## src/rtl/fifo_sync_param_pkg.sv

```systemverilog
// Shared types and sizing helpers for the parametrised synchronous FIFO.
// Imported by the interface, the storage array and the FIFO top.
package fifo_pkg;

  typedef enum logic {
    MODE_STD  = 1'b0,
    MODE_FWFT = 1'b1
  } read_mode_e;

  // Occupancy must be able to hold the value FIFO_DEPTH itself, not just DEPTH-1.
  function automatic int cnt_width(input int depth);
    return $clog2(depth + 1);
  endfunction

  function automatic int addr_width(input int depth);
    return (depth <= 2) ? 1 : $clog2(depth);
  endfunction

endpackage

```

## src/rtl/fifo_sync_param_if.sv

```systemverilog
// Stream-side handshake, data and status bundle of fifo_sync_param.
// master = producer/consumer side, slave = the FIFO.
interface fifo_sync_param_if #(
  parameter int FIFO_WIDTH = 16,
  parameter int FIFO_DEPTH = 8
);
  import fifo_pkg::*;

  localparam int CNT_W = cnt_width(FIFO_DEPTH);

  logic                  flush;
  logic                  wr_en;
  logic                  rd_en;
  logic [FIFO_WIDTH-1:0] data_in;
  logic [FIFO_WIDTH-1:0] data_out;
  logic                  wr_ack;
  logic                  overflow;
  logic                  underflow;
  logic                  full;
  logic                  empty;
  logic                  almostfull;
  logic                  almostempty;
  logic [CNT_W-1:0]      count;

  modport master (
    output flush, wr_en, rd_en, data_in,
    input  data_out, wr_ack, overflow, underflow,
    input  full, empty, almostfull, almostempty, count
  );

  modport slave (
    input  flush, wr_en, rd_en, data_in,
    output data_out, wr_ack, overflow, underflow,
    output full, empty, almostfull, almostempty, count
  );

endinterface

```

## src/rtl/fifo_sync_param_mem.sv

```systemverilog
// Storage array: one synchronous write port, one asynchronous read port.
// Contents are deliberately not reset.
module fifo_mem
  import fifo_pkg::*;
#(
  parameter int FIFO_WIDTH = 16,
  parameter int FIFO_DEPTH = 8,
  localparam int ADDR_W    = addr_width(FIFO_DEPTH)
) (
  input  logic                  clk,
  input  logic                  wr_en,
  input  logic [ADDR_W-1:0]     wr_addr,
  input  logic [FIFO_WIDTH-1:0] wr_data,
  input  logic [ADDR_W-1:0]     rd_addr,
  output logic [FIFO_WIDTH-1:0] rd_data
);

  logic [FIFO_WIDTH-1:0] mem [FIFO_DEPTH];

  always_ff @(posedge clk) begin
    if (wr_en) begin
      mem[wr_addr] <= wr_data;
    end
  end

  assign rd_data = mem[rd_addr];

endmodule

```

## src/rtl/fifo_sync_param.sv

```systemverilog
// Synchronous FIFO with arbitrary depth, programmable almost flags, flush
// and selectable standard / first-word-fall-through read mode.
module fifo_sync_param
  import fifo_pkg::*;
#(
  parameter int FIFO_WIDTH = 16,
  parameter int FIFO_DEPTH = 8,
  parameter int AF_LEVEL   = FIFO_DEPTH - 1,
  parameter int AE_LEVEL   = 1,
  parameter int FWFT       = 0
) (
  input  logic               clk,
  input  logic               rst_n,
  fifo_sync_param_if.slave   bus
);

  localparam int CNT_W  = cnt_width(FIFO_DEPTH);
  localparam int ADDR_W = addr_width(FIFO_DEPTH);
  localparam read_mode_e READ_MODE = (FWFT != 0) ? MODE_FWFT : MODE_STD;

  localparam logic [ADDR_W-1:0] LAST_ADDR = ADDR_W'(FIFO_DEPTH - 1);
  localparam logic [CNT_W-1:0]  DEPTH_CNT = CNT_W'(FIFO_DEPTH);
  localparam logic [CNT_W-1:0]  AF_CNT    = CNT_W'(AF_LEVEL);
  localparam logic [CNT_W-1:0]  AE_CNT    = CNT_W'(AE_LEVEL);

  if (FIFO_DEPTH < 2) begin : g_bad_depth
    $error("fifo_sync_param: FIFO_DEPTH must be >= 2");
  end
  if (AF_LEVEL < 1 || AF_LEVEL > FIFO_DEPTH) begin : g_bad_af
    $error("fifo_sync_param: AF_LEVEL must be in 1..FIFO_DEPTH");
  end
  if (AE_LEVEL < 0 || AE_LEVEL > FIFO_DEPTH - 1) begin : g_bad_ae
    $error("fifo_sync_param: AE_LEVEL must be in 0..FIFO_DEPTH-1");
  end

  logic [ADDR_W-1:0]     wr_ptr;
  logic [ADDR_W-1:0]     rd_ptr;
  logic [CNT_W-1:0]      count_q;
  logic                  full_w;
  logic                  empty_w;
  logic                  wr_acc;
  logic                  rd_acc;
  logic [FIFO_WIDTH-1:0] mem_rdata;

  // Depth need not be a power of two, so wrap is an explicit compare.
  function automatic logic [ADDR_W-1:0] next_ptr(input logic [ADDR_W-1:0] ptr);
    return (ptr == LAST_ADDR) ? '0 : ptr + ADDR_W'(1);
  endfunction

  assign full_w  = (count_q == DEPTH_CNT);
  assign empty_w = (count_q == '0);

  assign wr_acc = bus.wr_en && !full_w  && !bus.flush;
  assign rd_acc = bus.rd_en && !empty_w && !bus.flush;

  assign bus.full        = full_w;
  assign bus.empty       = empty_w;
  assign bus.almostfull  = (count_q >= AF_CNT);
  assign bus.almostempty = (count_q <= AE_CNT);
  assign bus.count       = count_q;

  always_ff @(posedge clk or negedge rst_n) begin
    if (!rst_n) begin
      wr_ptr  <= '0;
      rd_ptr  <= '0;
      count_q <= '0;
    end else if (bus.flush) begin
      wr_ptr  <= '0;
      rd_ptr  <= '0;
      count_q <= '0;
    end else begin
      if (wr_acc) begin
        wr_ptr <= next_ptr(wr_ptr);
      end
      if (rd_acc) begin
        rd_ptr <= next_ptr(rd_ptr);
      end
      case ({wr_acc, rd_acc})
        2'b10:   count_q <= count_q + CNT_W'(1);
        2'b01:   count_q <= count_q - CNT_W'(1);
        default: count_q <= count_q;
      endcase
    end
  end

  // Pulses describe the previous cycle's request; a flush cycle reports nothing.
  always_ff @(posedge clk or negedge rst_n) begin
    if (!rst_n) begin
      bus.wr_ack    <= 1'b0;
      bus.overflow  <= 1'b0;
      bus.underflow <= 1'b0;
    end else begin
      bus.wr_ack    <= wr_acc;
      bus.overflow  <= bus.wr_en && full_w  && !bus.flush;
      bus.underflow <= bus.rd_en && empty_w && !bus.flush;
    end
  end

  fifo_mem #(
    .FIFO_WIDTH (FIFO_WIDTH),
    .FIFO_DEPTH (FIFO_DEPTH)
  ) u_mem (
    .clk     (clk),
    .wr_en   (wr_acc),
    .wr_addr (wr_ptr),
    .wr_data (bus.data_in),
    .rd_addr (rd_ptr),
    .rd_data (mem_rdata)
  );

  if (READ_MODE == MODE_FWFT) begin : g_fwft
    assign bus.data_out = empty_w ? '0 : mem_rdata;
  end else begin : g_std
    logic [FIFO_WIDTH-1:0] dout_q;

    always_ff @(posedge clk or negedge rst_n) begin
      if (!rst_n) begin
        dout_q <= '0;
      end else if (rd_acc) begin
        dout_q <= mem_rdata;
      end
    end

    assign bus.data_out = dout_q;
  end

endmodule

```

## src/flat_wrapper.sv

```systemverilog
// flat-port wrapper written by rule: the top's interface ports become plain ports
module fifo_sync_param_flat import fifo_pkg::*;
#(
  parameter int FIFO_WIDTH = 16,
  parameter int FIFO_DEPTH = 8,
  parameter int AF_LEVEL   = FIFO_DEPTH - 1,
  parameter int AE_LEVEL   = 1,
  parameter int FWFT       = 0
)
  (clk, rst_n, bus_flush, bus_wr_en, bus_rd_en, bus_data_in, bus_data_out, bus_wr_ack, bus_overflow, bus_underflow, bus_full, bus_empty, bus_almostfull, bus_almostempty, bus_count);
  fifo_sync_param_if #(.FIFO_WIDTH(FIFO_WIDTH), .FIFO_DEPTH(FIFO_DEPTH)) bus_i ();
  input  logic clk;
  input  logic rst_n;
  input wire logic [$bits(bus_i.flush)-1:0] bus_flush;
  input wire logic [$bits(bus_i.wr_en)-1:0] bus_wr_en;
  input wire logic [$bits(bus_i.rd_en)-1:0] bus_rd_en;
  input wire logic [$bits(bus_i.data_in)-1:0] bus_data_in;
  output wire logic [$bits(bus_i.data_out)-1:0] bus_data_out;
  output wire logic [$bits(bus_i.wr_ack)-1:0] bus_wr_ack;
  output wire logic [$bits(bus_i.overflow)-1:0] bus_overflow;
  output wire logic [$bits(bus_i.underflow)-1:0] bus_underflow;
  output wire logic [$bits(bus_i.full)-1:0] bus_full;
  output wire logic [$bits(bus_i.empty)-1:0] bus_empty;
  output wire logic [$bits(bus_i.almostfull)-1:0] bus_almostfull;
  output wire logic [$bits(bus_i.almostempty)-1:0] bus_almostempty;
  output wire logic [$bits(bus_i.count)-1:0] bus_count;
  assign bus_i.flush = bus_flush;
  assign bus_i.wr_en = bus_wr_en;
  assign bus_i.rd_en = bus_rd_en;
  assign bus_i.data_in = bus_data_in;
  assign bus_data_out = bus_i.data_out;
  assign bus_wr_ack = bus_i.wr_ack;
  assign bus_overflow = bus_i.overflow;
  assign bus_underflow = bus_i.underflow;
  assign bus_full = bus_i.full;
  assign bus_empty = bus_i.empty;
  assign bus_almostfull = bus_i.almostfull;
  assign bus_almostempty = bus_i.almostempty;
  assign bus_count = bus_i.count;
  fifo_sync_param #(.FIFO_WIDTH(FIFO_WIDTH), .FIFO_DEPTH(FIFO_DEPTH), .AF_LEVEL(AF_LEVEL), .AE_LEVEL(AE_LEVEL), .FWFT(FWFT)) u_core (.clk(clk), .rst_n(rst_n), .bus(bus_i));
endmodule
```

## config.mk

```make
export PLATFORM = sky130hd
export DESIGN_NAME = fifo_sync_param_flat
export DESIGN_NICKNAME = d
export VERILOG_FILES = /design/src/rtl/fifo_sync_param_pkg.sv /design/src/rtl/fifo_sync_param_if.sv /design/src/rtl/fifo_sync_param_mem.sv /design/src/rtl/fifo_sync_param.sv /design/src/flat_wrapper.sv
export SDC_FILE = /design/constraint.sdc
export NUM_CORES = 1
export LEC_CHECK = 0
export ABC_AREA = 1
export CORE_UTILIZATION = 30
export DETAILED_ROUTE_END_ITERATION = 10
export PLACE_DENSITY = 0.47
export SYNTH_ARGS = -nofsm -noshare
export SYNTH_HDL_FRONTEND = slang
export SYNTH_SLANG_ARGS = --single-unit
export TNS_END_PERCENT = 30
```

## constraint.sdc

```tcl
create_clock -name clk -period 6.75 [get_ports clk]
set_input_delay 1.0125 -clock clk [delete_from_list [all_inputs] [get_ports clk]]
set_output_delay 1.0125 -clock clk [all_outputs]
set_load 0.01 [all_outputs]
```

==> out/metrics.cfg <==
[run_status]
outcome = complete, no violations

[synth]
synth_xor_area_share_pct = 0.268
synthesis.area_sq_um = 6530
yosys.area.top_type = edfxtp_1
synth_common_cells = edfxtp_1, nor2_1, nand2_1
synth_cells = 547
synthAdderAreaFrac_pct = 1.53
synth_simple_gate_area_share_pct = 16.7
ys_seq_area_share_pct = 69.9
synth_top_family_by_area = simple AND/OR/NAND/NOR gates
async_flop_share_pct = 18.5
synth_ff_type = edfxtp_1
synth_fp_nets = 576
ys.warnings.count = 0
syn_avg_cell_area_sq_um = 11.9
synthTopCellsByArea = edfxtp_1, dfrtp_1, nor2_1
muxShareOfSynthArea_pct = 0
synth.ff_latch_count = 157
synth_compound_area_share_pct = 7.97
synthDistinctLibCells = 29
yosysMostFrequentCell = edfxtp_1
synth_top_cell_area_share_pct = 58.8
synth-edff-count = 128

[layout]
area_growth_pct = 20.2
drive_gt1_share_pct = 11.5
antennaDiodeCount = 0
nNetsFinal = 626
final_area_sq_um = 7850

[hold_path]
hold_class = reg -> reg

[global_route]
antenna_found_initial = 0
grt_start_max_net_pins = 67
grt_pass1_wl_microns = 22600
overflow = 0
grt_pass1_vias = 3948
grt_usage_pct = 13.8

[power]
peakVddDrop_v = 0.000123
p_per_area_nw_per_um2 = 318
cellLeakagePower_nw = 2.86

[route]
drc = 0
drt-vias-per-instance = 4.61
dr.first_iter.drc_count = 296
dr.pass1.iters = 4
vias = 4080
wl_per_cell_microns = 16.4
totalWireLength_microns = 14500
ant_nets = 0

[die]
initial_core_util_pct = 30.9
num_rows = 53
die_w_microns = 150
die_y_microns = 150
io_pins = 48
die_area_sq_um = 22400
core_region_area_sq_um = 21200

[clocking]
clock-sinks = 157
clk_pin_slew_ns = 0.06
post_cts_resized = 0
htree_levels = 4
cts_buffers = 17
hold_buffers = 0
tritoncts = done
cts-root-buf = clkbuf_16
clock_latency_ns = 0.42
ctsLongestPathBuffers = 2
cts_setup_buffers = 0

[placement]
portBuffers = 47
gp_congestion = 0.801
hpwlAfterDp_microns = 9260
dp_worst_setup_slack_ns = 3.59
placed_area_sq_um = 7260

[job]
cap_violations = 0

[timing]
tns_ns = 0
finalWorstPathRequiredPeriod_ns = 3.24
slew_viol_final = 0
finalSetupViolCount = 0
relSlewSlack_pct = 30.9
tightest_slew_ns = 1.04
fin_crit_sh_pct = 48.0
rsz0062_at_grt = false
finClkSkew_ns = 0.00916
hold_violations = 0
worst_slack_ns = 3.51
max_freq_mhz = 309

[critical_path]
worstPathArrival_ns = 2.23
end_kind = output port
path_class = reg -> out
cp.required_ns = 5.74
path_max_fanout = 6
crit_path_start_kind = flop
rrSetupSlack_ns = 4.26

[registers in the layout (all words and copies together), names as in the netlist]
| register | count |
|---|---|
| u_core.rd_ptr | 3 |
| u_core.bus.data_out | 16 |
| u_core.bus.underflow | 1 |
| u_core.u_mem.mem | 128 |
| u_core.bus.overflow | 1 |
| u_core.wr_ptr | 3 |
| u_core.bus.count | 4 |
| u_core.bus.wr_ack | 1 |
[cell type report]
cell class              instances  area (sq um)
clock buffers                  23           512
inverters                      18          67.6
multi-input cells             345          1730
repair buffers                 58           553
flip-flops and latches        157          4570
fillers                      2046         13300
clock inverters                 9          77.6
well taps                     275           344
[worst paths after layout]
path                                                    start                                  to  cells past startpoint
setup / recovery              u_core.bus.count[0]$_DFFE_PN0P_                            bus_full                      5
hold / removal             u_core.bus.data_out[1]$_DFFE_PN0P_  u_core.bus.data_out[1]$_DFFE_PN0P_                      2
setup reg to reg              u_core.bus.count[0]$_DFFE_PN0P_   u_core.u_mem.mem[5][10]$_DFFE_PP_                      8
hold reg to reg            u_core.bus.data_out[1]$_DFFE_PN0P_  u_core.bus.data_out[1]$_DFFE_PN0P_                      2
max in group asynchronous                               rst_n        u_core.rd_ptr[0]$_DFFE_PN0P_                      2
min in group asynchronous                               rst_n      u_core.bus.underflow$_DFF_PN0_                      2
[power by group]
| part | switching [W] | leakage [nW] | total [W] | internal (W) |
|---|---|---|---|---|
| Combinational | 0.000227 | 1.04 | 0.000402 | 0.000175 |
| Clock | 0.000371 | 0.298 | 0.000944 | 0.000573 |
| Sequential | 0.0000369 | 1.53 | 0.00115 | 0.00112 |
[cells in the final DEF, fill, tap and decap left out, types with 2 or more instances in the layout]
master	Yosys	layout
a21oi_4	2	2
clkinv_2	0	4
dfrtp_1	29	28
nand2_4	2	2
inv_1	13	13
edfxtp_1	128	128
nor2_4	3	3
o211ai_1	16	16
inv_4	0	3
o21ai_1	16	16
ha_1	8	8
nand2_2	6	6
nand3_1	30	30
o21ai_0	56	56
inv_2	4	4
buf_4	6	11
clkbuf_1	6	3
nor2_1	123	123
clkdlybuf4s50_1	0	47
nand2_1	67	67
clkbuf_16	0	20
nand3_2	10	10
[logic make-up (layout without fill, tap and decap cells)]
kind of cell | after synthesis | count (layout)
adders and majority gates | 8 | 8
xor gates and xnor gates | 2 | 2
buffers and inverters | 45 | 108
and+or+nand+nor | 244 | 244
AOI/OAI and AO/OA | 91 | 91
DFF | 157 | 157
[stage by stage]
step / cells / utilization, % / total power [W] / hold WS [ns]
finish: 885 / 37.1 / 0.00250 / 0.480
global route: 885 / 37.1 / 0.00261 / 0.512
CTS: 885 / 37.1 / 0.00253 / 0.489
detailed placement: 853 / 34.3 / 0.00158 / 0.472
global placement: 853 / 34.3 / 0.00158 / 0.466
floorplan: 547 / - / 0.00138 / 0.514
[layer usage]
layer | routed length (microns) | vias up | track usage [%]
li1 | - | 2005 | -
met1 | 7060 | 1973 | 19.0
met2 | 6680 | 90 | 21.7
met3 | 643 | 12 | 2.90
met4 | 150 | 0 | 4.59
met5 | 0 | - | 0
[critical path, cell delays in order (launching register included)]
cell and delay (ns):
dfrtp_1 0.45, inv_1 0.19, ha_1 0.37, nand2_2 0.11
nor2_4 0.14, clkdlybuf4s50_1 0.55
Note: power is estimated with default switching activity, not from simulation.
